## config.mk

```make
export PLATFORM = sky130hd
export DESIGN_NAME = step_session_ctrl
export DESIGN_NICKNAME = d
export VERILOG_FILES = /design/src/rtl/step_session_ctrl.sv
export SDC_FILE = /design/constraint.sdc
export NUM_CORES = 1
export LEC_CHECK = 0
export ABC_CLOCK_PERIOD_IN_PS = 5700
export CORE_MARGIN = 2
export CORE_UTILIZATION = 40
export CTS_CLUSTER_SIZE = 14
export DETAILED_ROUTE_END_ITERATION = 10
export SLEW_MARGIN = 15
export SYNTH_ARGS = -nofsm -noshare
export SYNTH_HDL_FRONTEND = slang
export SYNTH_SLANG_ARGS = --single-unit
```

## constraint.sdc

```tcl
create_clock -name clk -period 5.7 [get_ports clk]
set_input_delay 1.71 -clock clk [delete_from_list [all_inputs] [get_ports clk]]
set_output_delay 1.71 -clock clk [all_outputs]
set_load 0.01 [all_outputs]
```

## src/rtl/step_session_ctrl.sv

```systemverilog
// ---------------------------------------------------------------------------
// step_session_ctrl
//
// Session controller for the pedometer datapath. Runs one measurement session
// while start is high. It synchronizes the raw step input, derives a 1-second
// tick from the system clock and closes a per-second step window on each tick.
// During the first WINDOW_SEC seconds it scores "fast" seconds (at least
// FAST_THRESH steps). It also keeps running totals for the display.
//
// Optional feature: define STEP_DEBOUNCE_EN to insert a debouncer between the
// synchronizer and the edge detector. The filtered level follows the
// synchronized input only after DEBOUNCE_CYC stable cycles.
//
// Ports
//   clk          in   system clock, rising edge
//   resetN       in   asynchronous active-low reset
//   start        in   1 = run session, 0 = stop (synchronous level)
//   stepIn       in   raw step pulse, asynchronous to clk
//   secTick      out  one-cycle pulse at each second boundary while running
//   windowActive out  high while inside the first WINDOW_SEC seconds
//   windowDone   out  high after the window closes, until the next session
//   stepsLastSec out  steps in the most recently closed second (sat 511)
//   fastSecs     out  fast seconds in the window (sat FAST_CAP)
//   totalSteps   out  steps this session (sat 65535)
//   elapsedSec   out  seconds this session (sat 16383)
// ---------------------------------------------------------------------------
module step_session_ctrl #(
  parameter int CLK_HZ       = 100000000,
  parameter int WINDOW_SEC   = 10,
  parameter int FAST_THRESH  = 33,
  parameter int FAST_CAP     = 9,
  parameter int DEBOUNCE_CYC = 16
) (
  input  logic        clk,
  input  logic        resetN,
  input  logic        start,
  input  logic        stepIn,
  output logic        secTick,
  output logic        windowActive,
  output logic        windowDone,
  output logic [8:0]  stepsLastSec,
  output logic [3:0]  fastSecs,
  output logic [15:0] totalSteps,
  output logic [13:0] elapsedSec
);

  localparam int PW = (CLK_HZ > 1) ? $clog2(CLK_HZ) : 1;
  localparam logic [PW-1:0] PRESC_TC = PW'(CLK_HZ - 1);
  localparam logic [13:0]   WIN_SEC  = 14'(WINDOW_SEC);
  localparam logic [8:0]    FAST_TH  = 9'(FAST_THRESH);
  localparam logic [3:0]    FAST_MAX = 4'(FAST_CAP);

  typedef enum logic [1:0] {
    IDLE   = 2'd0,
    WINDOW = 2'd1,
    TRACK  = 2'd2
  } state_t;

  function automatic logic [8:0] sat_inc9(input logic [8:0] v);
    return (v == 9'h1FF) ? v : v + 9'd1;
  endfunction

  function automatic logic [13:0] sat_inc14(input logic [13:0] v);
    return (v == 14'h3FFF) ? v : v + 14'd1;
  endfunction

  function automatic logic [15:0] sat_inc16(input logic [15:0] v);
    return (v == 16'hFFFF) ? v : v + 16'd1;
  endfunction

  state_t        state_q;
  logic [PW-1:0] presc_q;
  logic [8:0]    perSec_q;
  logic [8:0]    stepsLastSec_q;
  logic [3:0]    fastSecs_q;
  logic [15:0]   totalSteps_q;
  logic [13:0]   elapsedSec_q;
  logic          windowActive_q;
  logic          windowDone_q;

  logic          sync1_q, sync2_q;
  logic          prevLvl_q;
  logic          stepEdge_q;
  logic          stepLvl;

  logic [8:0]    perSec_d;
  logic [15:0]   totalSteps_d;
  logic [13:0]   elapsedSec_d;
  logic          tick;

  // Synchronizer stage: two flops bring stepIn into the clk domain
  always_ff @(posedge clk or negedge resetN) begin
    if (!resetN) begin
      sync1_q <= 1'b0;
      sync2_q <= 1'b0;
    end else begin
      sync1_q <= stepIn;
      sync2_q <= sync1_q;
    end
  end

`ifdef STEP_DEBOUNCE_EN
  localparam int DW = (DEBOUNCE_CYC > 1) ? $clog2(DEBOUNCE_CYC + 1) : 1;
  localparam logic [DW-1:0] DB_TC = DW'(DEBOUNCE_CYC - 1);

  logic          filt_q;
  logic [DW-1:0] dbCnt_q;

  // Debounce stage: the count runs only while the input differs from the
  // filtered level, so any bounce back restarts the stability interval.
  always_ff @(posedge clk or negedge resetN) begin
    if (!resetN) begin
      filt_q  <= 1'b0;
      dbCnt_q <= '0;
    end else if (sync2_q == filt_q) begin
      dbCnt_q <= '0;
    end else if (dbCnt_q == DB_TC) begin
      filt_q  <= sync2_q;
      dbCnt_q <= '0;
    end else begin
      dbCnt_q <= dbCnt_q + 1'b1;
    end
  end

  assign stepLvl = filt_q;
`else
  assign stepLvl = sync2_q;
`endif

  // Edge-detect stage: registered so a step reaches the counters one edge
  // after it is detected
  always_ff @(posedge clk or negedge resetN) begin
    if (!resetN) begin
      prevLvl_q  <= 1'b0;
      stepEdge_q <= 1'b0;
    end else begin
      prevLvl_q  <= stepLvl;
      stepEdge_q <= stepLvl & ~prevLvl_q;
    end
  end

  assign tick = (state_q != IDLE) && (presc_q == PRESC_TC);

  // A step landing in the tick cycle belongs to the closing second, so the
  // closing count is taken after this cycle's increment.
  always_comb begin
    perSec_d     = perSec_q;
    totalSteps_d = totalSteps_q;
    if (stepEdge_q) begin
      perSec_d     = sat_inc9(perSec_q);
      totalSteps_d = sat_inc16(totalSteps_q);
    end
    elapsedSec_d = sat_inc14(elapsedSec_q);
  end

  // Session FSM and counters
  always_ff @(posedge clk or negedge resetN) begin
    if (!resetN) begin
      state_q        <= IDLE;
      presc_q        <= '0;
      perSec_q       <= '0;
      stepsLastSec_q <= '0;
      fastSecs_q     <= '0;
      totalSteps_q   <= '0;
      elapsedSec_q   <= '0;
      windowActive_q <= 1'b0;
      windowDone_q   <= 1'b0;
    end else begin
      case (state_q)
        IDLE: begin
          if (start) begin
            state_q        <= WINDOW;
            presc_q        <= '0;
            perSec_q       <= '0;
            stepsLastSec_q <= '0;
            fastSecs_q     <= '0;
            totalSteps_q   <= '0;
            elapsedSec_q   <= '0;
            windowActive_q <= 1'b1;
            windowDone_q   <= 1'b0;
          end
        end
        default: begin
          if (!start) begin
            // Stop wins over a coincident tick; counts hold for the display
            state_q        <= IDLE;
            presc_q        <= '0;
            perSec_q       <= '0;
            windowActive_q <= 1'b0;
          end else begin
            totalSteps_q <= totalSteps_d;
            if (tick) begin
              presc_q        <= '0;
              perSec_q       <= '0;
              stepsLastSec_q <= perSec_d;
              elapsedSec_q   <= elapsedSec_d;
              if (state_q == WINDOW) begin
                if ((perSec_d >= FAST_TH) && (fastSecs_q < FAST_MAX))
                  fastSecs_q <= fastSecs_q + 4'd1;
                if (elapsedSec_d == WIN_SEC) begin
                  state_q        <= TRACK;
                  windowActive_q <= 1'b0;
                  windowDone_q   <= 1'b1;
                end
              end
            end else begin
              presc_q  <= presc_q + 1'b1;
              perSec_q <= perSec_d;
            end
          end
        end
      endcase
    end
  end

  assign secTick      = tick;
  assign windowActive = windowActive_q;
  assign windowDone   = windowDone_q;
  assign stepsLastSec = stepsLastSec_q;
  assign fastSecs     = fastSecs_q;
  assign totalSteps   = totalSteps_q;
  assign elapsedSec   = elapsedSec_q;

endmodule
```

# --- Yosys cells after proc, flatten, opt, wreduce, memory -nomap -nowiden ---
# Cells that the tools add are included.
# W data, S select, Z words.
totals:
  in_bits: 4
  wordCells: 94
  out_inout_bits: 46
  register_bits: 87
classes:
  eq_ne: 11
  bitwise: 2
  magnitude_cmp: 2
  n_reduce_logical: 14
  n_mux: 47
  n_addsub: 5
ops:
  columns: ["operator", "n"]
  rows:
  - ["$mux W27", 4]
  - ["$mux W9", 9]
  - ["$mux W16", 5]
  - ["$mux W14", 5]
  - ["$add A27 B1 Y27 const B", 1]
  - ["$eq A27 B27 Y1 const B", 1]
  - ["$mux W4", 6]
  - ["$add A16 B1 Y16 const B", 1]
  - ["$eq A16 B16 Y1 const B", 1]
  - ["$add A14 B1 Y14 const B", 1]
  - ["$eq A14 B14 Y1 const B", 1]
  - ["$eq A14 B4 Y1 const B", 1]
  - ["$mux W1", 12]
  - ["$mux W2", 6]
  - ["$reduce_and A4 Y1", 3]
  - ["$reduce_bool A2 Y1", 6]
  - ["$add A9 B1 Y9 const B", 1]
  - ["$eq A9 B9 Y1 const B", 1]
  - ["$ge A9 B6 Y1 const B", 1]
  - ["$ne A3 B1 Y1 const B", 3]
  - ["$add A4 B1 Y4 const B", 1]
  - ["$lt A4 B4 Y1 const B", 1]
  - ["$reduce_and A3 Y1", 1]
  - ["$eq A2 B1 Y1 const B", 1]
  - ["7 further kinds", 8]

# --- Depth between registers and ports, before layout ---
# Gate-level depths: netlist (run 1).
depth:
  word_depth: 10
  mapped_depth: 9
  depth_no_buf: 8

# --- Worst setup path after synthesis (run 1) ---
# OpenSTA, ideal clock, no wires.
synth_timing:
  path_type: "input port to flip-flop"
  from: "input start"
  to: "register presc_q[17]"
  setup_ps: 129
  cell_stages: 8
  n_path_buf: 2
  arrival_time_ps: 2952
  slack_ps: 2619
  required_time_ps: 5571
  cell_sequence: "nor3b_1 > nor2b_1 > a21bo_2 > buf_4 > buf_2 > a21oi_1 > o21ai_0 > o21ai_0"
synth_via:
  elab_chain_len: 2
  word_cells_on_any_way: 3
  classes_between: "eq/ne: 1; mux: 2"
synth_rtl:
  columns: ["item", "line", "rtl"]
  rows:
  - ["start, declared", "36", "input logic start,"]
  - ["$mux W27", "184", "if (!start) begin"]
  - ["$mux W27", "169", "case (state_q)"]
  - ["end signal, assigned", "207", "presc_q <= presc_q + 1'b1;"]
  - ["end, declared", "72", "logic [PW-1:0] presc_q;"]
# Several ways; a longest one is shown, not always the timed one.
# A chain may end at the register's enable or synchronous reset.

# --- Worst setup path after layout (run 1) ---
layout_timing:
  from: "register presc_q[0]"
  to: "output secTick"
layout_via:
  elab_chain_len: 2
layout_rtl:
  columns: ["item", "line", "rtl"]
  rows:
  - ["$eq A27 B27 Y1", "142", "assign tick = (state_q != IDLE) && (presc_q == PRESC_TC);"]
  - ["$logic_and A1 B1 Y1", "142", null]
  - ["end, declared", "38", "output logic secTick,"]
# Every way passes these cells.

==> impl_metrics.json, run 1 <==
{
  "cts-root-buf": "clkbuf_16",
  "clock_skew_ns": 0.00556,
  "first_pass_iters": 4,
  "avgSynthCellArea_sq_um": 8.85,
  "synth_enable_flop_cells": 0,
  "powerDensity_mw_per_mm2": 224,
  "drt_iter0_markers": 313,
  "die_h_um": 114,
  "max_stage_delay_ns": 0.56,
  "num_vias": 4255,
  "leakage_uw": 0.00231,
  "syn_nets": 556,
  "antenna_found_initial": 0,
  "die_w_um": 114,
  "dp_hpwl_um": 7970,
  "drt_wl_total_um": 11700,
  "syn_inst": 546,
  "cts_num_sinks": 86,
  "status": "finished, final reports clean",
  "totalPowerFinal_uw": 1270,
  "synth_cell_types": 63,
  "r2r_end": "elapsedSec[4]$_DFFE_PN0P_",
  "die-area_sq_mm": 0.0130,
  "crit_chain": "ha_1 -> and4_1 -> and4_1 -> nand2_2 -> nor2_1 -> clkdlybuf4s50_1",
  "track_usage": 0.191,
  "clk_path_buf_depth": 2,
  "grt_pass1_wl_um": 19900,
  "ys_seq_area_frac": 0.445,
  "rsz0062_at_grt": "false",
  "ys_ff_latch": 86,
  "cap_violations": 0,
  "reg2reg_depth": 6,
  "period_share": 0.744,
  "clk_latency_ns": 0.35,
  "drc": 0,
  "period_needed_ns": 4.24,
  "whs_endpoint": "stepLvl$_DFF_PN0_",
  "rrSetupSlack_ns": 2.81,
  "worstSetupEndpointType": "primary output",
  "drive_gt1_frac": 0.0630,
  "crit_type": "reg -> out",
  "min_path_cells": 0,
  "postCtsSetupBuffers": 0,
  "start_kind": "flop",
  "hold_buffers": 0,
  "max_freq_mhz": 236,
  "hold_path.class": "reg -> reg",
  "cts_buffers": 9,
  "cpMaxStageDelayCell": "clkdlybuf4s50_1",
  "arrival_ns": 2.53,
  "routedWlPerCell_um": 15.9,
  "io_pins": 50,
  "core_sq_mm": 0.0119,
  "initial_core_util": 0.406,
  "grt_max_degree": 52,
  "globalplace.congestion": 0.817,
  "ctsResizeCount": 0,
  "ant_nets": 0,
  "ir_drop_v": 0.0000994,
  "clk_pin_slew_worst_paths_ns": 0.06,
  "hold_start": "sync1_q$_DFF_PN0_",
  "setup_tns_ns": 0,
  "drv_slew": 0,
  "gr-total-overflow": 0,
  "portBuffers": 49,
  "hold_viol_final": 0,
  "ys_warn_count": 0,
  "final-setup-viol-count": 0,
  "crit_top_cell": "and4_1",
  "routed_via_density": 5.80,
  "synthArstFlopShare": 1.00,
  "cp_max_fo": 5,
  "cts_tree": "done",
  "worst_pin_slew_ns": 1.02,
  "relSlewSlack": 0.317,
  "syn_to_final_growth_pct": 17.8,
  "worst-endpoint-required_ns": 3.99,
  "grt_pass1_vias": 3981,
  "synthFlopType": "dfrtp_1",
  "synth_area_sq_mm": 0.00483,
  "fin_nets": 593,
  "n_antenna_cell": 0,
  "rr_startpoint": "presc_q[0]$_DFFE_PN0P_",
  "htreeDepth": 3,
  "utilization": 0.478,
  "placementRows": 40
}
==> state kept, by name, indices dropped and copies added, names as in the netlist <==
signal / count
stepsLastSec: 9
presc_q: 27
prevLvl_q: 1
perSec_q: 9
totalSteps: 16
stepEdge_q: 1
sync1_q: 1
fastSecs: 4
elapsedSec: 14
stepLvl: 1
state_q: 2
windowDone: 1
==> layout make-up <==
type	count	area [sq um]
fillers	1159	6220
multi-input cells	420	2520
flip-flops and latches	86	2150
repair buffers	53	518
clock buffers	14	264
well taps	147	184
inverters	13	48.8
clock inverters	1	5.00
==> metal layers <==
metal	wire length (um)	vias to the layer above	global-route usage
li1	-	2085	-
met1	5630	2086	0.268
met2	5530	76	0.302
met3	403	8	0.0292
met4	108	0	0.0683
met5	0	-	0
==> cells in the final DEF, fill, tap and decap left out, types with 3 or more instances in the layout <==
cell	count
clkbuf_1	3
nor4_1	4
o21ai_1	9
clkbuf_16	9
buf_4	5
and2_1	6
nand2_1	64
clkdlybuf4s50_1	48
o211ai_1	3
xnor2_1	4
a31oi_1	9
o21ai_0	71
nand3b_1	3
a22o_1	3
inv_1	13
nor2_1	35
nand3_1	32
o31ai_1	6
xor2_1	12
or3_1	6
nor3_1	10
nand4_1	22
nor3_2	3
nor3b_1	3
ha_1	6
mux2i_1	8
and4_1	12
nor2b_1	6
nand4b_1	3
a32o_1	3
dfrtp_1	86
and3_1	11
a21oi_1	29
==> critical path: cells and delay by family, from the launching register on <==
| kind | cells | cell delay [ns] |
|---|---|---|
| DFF | 1 | 0.40 |
| adders and majority gates | 1 | 0.22 |
| buffers and inverters | 1 | 0.56 |
| and+or+nand+nor | 4 | 1.00 |
==> kinds of logic after synthesis <==
family,synth area share
adders and majority gates,0.0155
AOI/OAI and AO/OA,0.186
buffers and inverters,0.0357
xor gates and xnor gates,0.0290
and+or+nand+nor,0.270
DFF,0.445
muxes,0.0189
==> report_power, final <==
group | switching [uW] | internal [uW]
Clock | 230 | 317
Combinational | 57.8 | 33.1
Sequential | 15.2 | 621
Total | 303 | 971
==> Yosys cell counts, types with 8 or more instances <==
| master | number | area share |
|---|---|---|
| a21oi_1 | 29 | 0.030 |
| nand2_1 | 64 | 0.050 |
| nand3_1 | 32 | 0.033 |
| buf_2 | 12 | 0.012 |
| clkbuf_1 | 13 | 0.010 |
| a31oi_1 | 10 | 0.013 |
| mux2i_1 | 8 | 0.017 |
| and4_1 | 12 | 0.022 |
| inv_1 | 13 | 0.010 |
| xor2_1 | 12 | 0.022 |
| and3_1 | 11 | 0.014 |
| o21ai_0 | 71 | 0.074 |
| nor3_1 | 11 | 0.011 |
| dfrtp_1 | 86 | 0.45 |
| nor2_1 | 35 | 0.027 |
| o21ai_1 | 9 | 0.0093 |
| nand4_1 | 22 | 0.028 |
==> stage by stage <==
stage	hold WS, ns	std cells	setup WS [ns]	area [sq um]
2_1_floorplan	0.331	546	2.62	4830
3_3_place_gp	0.335	719	1.42	5420
3_5_place_dp	0.336	719	1.34	5420
4_1_cts	0.350	734	1.45	5690
5_1_grt	0.350	734	1.27	5690
6_report	0.348	734	1.46	5690
==> worst max path at each step <==
stage	to	slack (ns)	cells after the start	from
6_report	secTick	1.46	6	presc_q[0]$_DFFE_PN0P_
4_1_cts	secTick	1.45	6	presc_q[0]$_DFFE_PN0P_
3_3_place_gp	presc_q[11]$_DFFE_PN0P_	1.42	7	start
2_1_floorplan	presc_q[17]$_DFFE_PN0P_	2.62	8	start
5_1_grt	secTick	1.27	6	presc_q[0]$_DFFE_PN0P_
3_5_place_dp	perSec_q[1]$_DFFE_PN0P_	1.34	7	start
(Power assumes the default switching activity.)
==> run 2, diff against run 1 <==
--- a/config.mk
+++ b/config.mk
@@ -5,7 +5,7 @@
 export SDC_FILE = /design/constraint.sdc
 export NUM_CORES = 1
 export LEC_CHECK = 0
-export ABC_CLOCK_PERIOD_IN_PS = 5700
+export ABC_CLOCK_PERIOD_IN_PS = 4110
 export CORE_MARGIN = 2
 export CORE_UTILIZATION = 40
 export CTS_CLUSTER_SIZE = 14
==> constraint.sdc (replaced) <==
create_clock -name clk -period 4.11 [get_ports clk]
set_input_delay 1.233 -clock clk [delete_from_list [all_inputs] [get_ports clk]]
set_output_delay 1.233 -clock clk [all_outputs]
set_load 0.01 [all_outputs]
==> impl_metrics.json, run 2 (same netlist as run 1, synthesis figures left out) <==
{
  "gr-total-overflow": 0,
  "whs_endpoint": "stepLvl$_DFF_PN0_",
  "cp_max_fo": 5,
  "multi_input_area_sq_mm": 0.00252,
  "rr_startpoint": "presc_q[0]$_DFFE_PN0P_",
  "htreeDepth": 3,
  "cts-root-buf": "clkbuf_16",
  "setup_tns_ns": 0,
  "placementRows": 40,
  "die_w_um": 114,
  "num-fill-cells": 1129,
  "cts_num_sinks": 86,
  "worst_pin_slew_ns": 1.19,
  "syn_to_final_growth_pct": 19.6,
  "grt_max_degree": 43,
  "powerDensity_mw_per_mm2": 329,
  "relSlewSlack": 0.205,
  "start_kind": "flop",
  "drt_wl_total_um": 11600,
  "max_stage_delay_ns": 0.56,
  "routedWlPerCell_um": 15.7,
  "clk_path_buf_depth": 2,
  "ctsResizeCount": 0,
  "layout.cells.most_common_list": "dfrtp_1, o21ai_0, nand2_1, clkdlybuf4s50_1, nor2_1",
  "first_pass_iters": 5,
  "rrSetupSlack_ns": 1.42,
  "hold_path.class": "reg -> reg",
  "status": "finished, final reports clean",
  "worst-endpoint-required_ns": 2.88,
  "cpMaxStageDelayCell": "clkdlybuf4s50_1",
  "combPwrFrac": 0.067,
  "cts_tree": "done",
  "ant_nets": 0,
  "drt_iter0_markers": 303,
  "cap_violations": 0,
  "n_antenna_cell": 0,
  "drc": 0,
  "setup_slack_ns": 0.390,
  "largest_register": "presc_q",
  "ir_drop_v": 0.000213,
  "worstSetupEndpointType": "primary output",
  "hold_viol_final": 0,
  "postCtsSetupBuffers": 0,
  "track_usage": 0.184,
  "swShare": 0.233,
  "arrival_ns": 2.49,
  "core_sq_mm": 0.0119,
  "clock_skew_ns": 0.00598,
  "reg2reg_depth": 6,
  "regArea_sq_mm": 0.00215,
  "portBuffers": 49,
  "leakage_uw": 0.00234,
  "die_h_um": 114,
  "r2r_end": "elapsedSec[0]$_DFFE_PN0P_",
  "preCtsSetupSlack_ns": 0.690,
  "seqPwrFrac": 0.464,
  "drive_gt1_frac": 0.0743,
  "p_clk_frac": 0.469,
  "globalplace.congestion": 0.848,
  "routed_via_density": 5.76,
  "max_freq_mhz": 269,
  "grt_pass1_vias": 3911,
  "hold_start": "sync1_q$_DFF_PN0_",
  "clk_latency_ns": 0.34,
  "crit_chain": "ha_1 -> and4_1 -> and4_1 -> nand2_2 -> nor2_1 -> clkdlybuf4s50_1",
  "crit_type": "reg -> out",
  "p_switching_uw": 442,
  "hold_buffers": 0,
  "cts_buffers": 9,
  "p_int_uw": 1460,
  "mostFrequentLayoutCell": "dfrtp_1",
  "rsz0062_at_grt": "false",
  "utilization": 0.485,
  "min_path_cells": 0,
  "fin_nets": 597,
  "grt_pass1_wl_um": 19200,
  "crit_top_cell": "and4_1",
  "drv_slew": 0,
  "dp_hpwl_um": 8060,
  "io_pins": 50,
  "die-area_sq_mm": 0.0130,
  "final-setup-viol-count": 0,
  "initial_core_util": 0.406,
  "antenna_found_initial": 0,
  "largest_reg_flops": 27,
  "period_needed_ns": 3.72,
  "period_share": 0.905,
  "clk_pin_slew_worst_paths_ns": 0.06,
  "num_vias": 4255
}
-- run 2: final cells by class --
class / instances / area share
flip-flops and latches: 86 / 0.373
multi-input cells: 420 / 0.436
clock buffers: 11 / 0.0420
well taps: 147 / 0.0318
clock inverters: 5 / 0.0143
repair buffers: 57 / 0.0949
inverters: 13 / 0.00845
-- run 2: how the worst max path moves through the flow --
| stage | from | end | slack, ns | depth (start not counted) |
|---|---|---|---|---|
| 3_3_place_gp | start | presc_q[5]$_DFFE_PN0P_ | 0.81 | 8 |
| 2_1_floorplan | start | presc_q[17]$_DFFE_PN0P_ | 1.51 | 8 |
| 5_1_grt | presc_q[0]$_DFFE_PN0P_ | secTick | 0.18 | 6 |
| 6_report | presc_q[0]$_DFFE_PN0P_ | secTick | 0.39 | 6 |
| 4_1_cts | presc_q[0]$_DFFE_PN0P_ | secTick | 0.39 | 6 |
| 3_5_place_dp | start | presc_q[26]$_DFFE_PN0P_ | 0.69 | 8 |
-- run 2: power groups by stage --
stage | Clock, uW | Sequential [uW] | Combinational [uW]
after floorplan | 0 | 894 | 70.0
after global placement | 0 | 897 | 126
after detailed placement | 0 | 897 | 129
after CTS | 908 | 881 | 130
after global routing | 945 | 884 | 144
final | 892 | 882 | 127
-- run 2: worst max-delay path: cells and delay by family, from the launching register on --
kind                       cells  cell delay [ns]
DFF                            1             0.40
adders and majority gates      1             0.22
buffers and inverters          1             0.56
and+or+nand+nor                4             0.96
-- run 2: metal layers --
layer | share of wire | track usage | vias to the layer above
met5 | 0 | 0 | -
met4 | 0.015 | 0.0789 | 0
met3 | 0.039 | 0.0292 | 14
met2 | 0.46 | 0.299 | 88
met1 | 0.48 | 0.245 | 2057
li1 | - | - | 2096
-- run 2: stage by stage --
stage / hold WS, ns / instances / cell area, sq um / total power, uW
floorplan: 0.331 / 546 / 4830 / 964
global placement: 0.334 / 723 / 5450 / 1020
detailed placement: 0.335 / 723 / 5450 / 1030
CTS: 0.348 / 739 / 5780 / 1920
global route: 0.371 / 739 / 5780 / 1970
finish: 0.346 / 739 / 5780 / 1900
==> run 3, diff against run 2 <==
--- a/config.mk
+++ b/config.mk
@@ -10,6 +10,7 @@
 export CORE_UTILIZATION = 40
 export CTS_CLUSTER_SIZE = 14
 export DETAILED_ROUTE_END_ITERATION = 10
+export HOLD_SLACK_MARGIN = 0.05
 export SLEW_MARGIN = 15
 export SYNTH_ARGS = -nofsm -noshare
 export SYNTH_HDL_FRONTEND = slang
==> results of run 3 <==
Same layout as run 2: the final DEF is identical, and so are final timing and power.
==> patch, RTL diff (settings of run 3) <==
Encoding of `state_t`: now one-hot (3 bits for 3 states).
--- a/src/rtl/step_session_ctrl.sv
+++ b/src/rtl/step_session_ctrl.sv
@@ -50,10 +50,10 @@
   localparam logic [8:0]    FAST_TH  = 9'(FAST_THRESH);
   localparam logic [3:0]    FAST_MAX = 4'(FAST_CAP);
 
-  typedef enum logic [1:0] {
-    IDLE   = 2'd0,
-    WINDOW = 2'd1,
-    TRACK  = 2'd2
+  typedef enum logic [2:0] {
+    IDLE   = 3'b001,
+    WINDOW = 3'b010,
+    TRACK  = 3'b100
   } state_t;
 
   function automatic logic [8:0] sat_inc9(input logic [8:0] v);
Behaviour: no difference found for any inputs over 10 cycles, from zero or initial values and one cycle with resetN low; not proved beyond that.
==> patch against run 3 <==
  * Sequential cell count increased by 1
  * Routed wire length increased by 3.0%
  * Worst setup slack got worse by 0.094 ns
  * Final area decreased by 0.82%
  * Die area increased by 0.70%
  * Sequential power increased by 0.9%
  * First-iteration DRC count decreased by 23%
  * Register-to-register slack got worse by 0.25 ns
  * Synthesized area increased by 0.73%
  * Total power decreased by 2.8%
  * Utilization decreased by 0.60 points
  * Largest power group is now registers
==> patch: results (changes against run 3) <==
met1 WL 5.66 mm (was 5.57 mm); P_int 1410 uW (was 1460 uW); leak pwr 0.00240 uW (was 0.00234 uW); Tot GR Track Use 19.0% (was 18.4%); largest net degree at the start of global routing 45 (was 43); Final GP Congestion 0.828 (was 0.848); worst reg2reg startpoint elapsedSec[0]$_DFFE_PN0P_ (was presc_q[0]$_DFFE_PN0P_); Worst Tran Pin Value 0.869 ns (was 1.19 ns); post-synthesis compound-gate area fraction 22.5% (was 18.6%); first-pass GRT wire length 20.3 mm (was 19.2 mm); GRT overflow 0 (unchanged); Seq/Total Area, Yosys 44.8% (was 44.5%); crit path max fanout 6 (was 5); hpwl dp 8.30 mm (was 8.06 mm); M2 GR Usage 30.7% (was 29.9%); Synth top cells by count 86 x dfrtp_1, 65 x o21ai_0, 62 x nand2_1 (was 86 x dfrtp_1, 71 x o21ai_0, 64 x nand2_1); worst vdd ir 0.144 mV (was 0.213 mV); Synth Area in XOR/XNOR 1.44% (was 2.90%); vias in the first global route 4212 (was 3911); mux contribution to synthesized area 1.34% (was 1.89%); Post-Synth Adder-Cell Area 1.54% (was 1.55%); IO Port Bufs 49 (unchanged); post-DR vias/cell 5.86 (was 5.76); Worst R2R Setup Slack 1.17 ns (was 1.42 ns); Post-Syn Nets 558 (was 556); DR WL met2 5.65 mm (was 5.37 mm); Worst Hold Class flip-flop to flip-flop (unchanged); routed length per instance 16.2 um (was 15.7 um); pre-CTS setup slack 0.655 ns (was 0.690 ns); Filler cells 1146 (was 1129); # nets final 594 (was 597); Hold Slack 0.350 ns (was 0.346 ns); GR Util met3 2.54% (was 2.92%); met1 usage 25.7% (was 24.5%); layout cells sized above 1 7.47% (was 7.43%); status complete, no violations (unchanged); Initial DRC Count 233 (was 303); met3 wire length 384 um (was 450 um); R2R Path End state_q[1]$_DFFE_PN0P_ (was elapsedSec[0]$_DFFE_PN0P_); Cell variety after synth 64 (was 63)
-- patch: logic make-up (layout without fill, tap and decap cells) --
| logic type | after synthesis | after routing |
|---|---|---|
| AOI/OAI and AO/OA | 173 | 173 |
| xor gates and xnor gates | 8 | 8 |
| adders and majority gates | 6 | 6 |
| buffers and inverters | 45 | 86 |
| DFF | 87 | 87 |
| muxes | 6 | 6 |
| and+or+nand+nor | 223 | 223 |
-- patch: worst max path at each step --
stage / start / endpoint / slack [ns]
after floorplan: presc_q[0]$_DFFE_PN0P_ / secTick / 1.32
after global placement: presc_q[0]$_DFFE_PN0P_ / secTick / 0.71
after detailed placement: presc_q[0]$_DFFE_PN0P_ / secTick / 0.66
after CTS: presc_q[0]$_DFFE_PN0P_ / secTick / 0.28
after global routing: presc_q[0]$_DFFE_PN0P_ / secTick / 0.13
final: presc_q[0]$_DFFE_PN0P_ / secTick / 0.30
-- patch: power by group through the flow --
| stage | clock [uW] | sequential, uW | combinational (uW) |
|---|---|---|---|
| 6_report | 801 | 890 | 155 |
| 3_3_place_gp | 0 | 905 | 153 |
| 2_1_floorplan | 0 | 905 | 89.0 |
| 4_1_cts | 824 | 890 | 157 |
| 3_5_place_dp | 0 | 906 | 156 |
| 5_1_grt | 856 | 892 | 176 |
-- patch: area by class of cell --
| type | count | area share [%] |
|---|---|---|
| clock buffers | 16 | 5.09 |
| inverters | 14 | 0.917 |
| flip-flops and latches | 87 | 38.0 |
| well taps | 147 | 3.21 |
| repair buffers | 56 | 9.44 |
| multi-input cells | 416 | 43.3 |
-- patch: metrics by stage --
step | utilization, % | cells | cell area [um2]
after CTS | 47.9 | 736 | 5730
after global routing | 47.9 | 736 | 5730
after floorplan | - | 548 | 4870
after detailed placement | 45.4 | 720 | 5440
final | 47.9 | 736 | 5730
after global placement | 45.4 | 720 | 5440
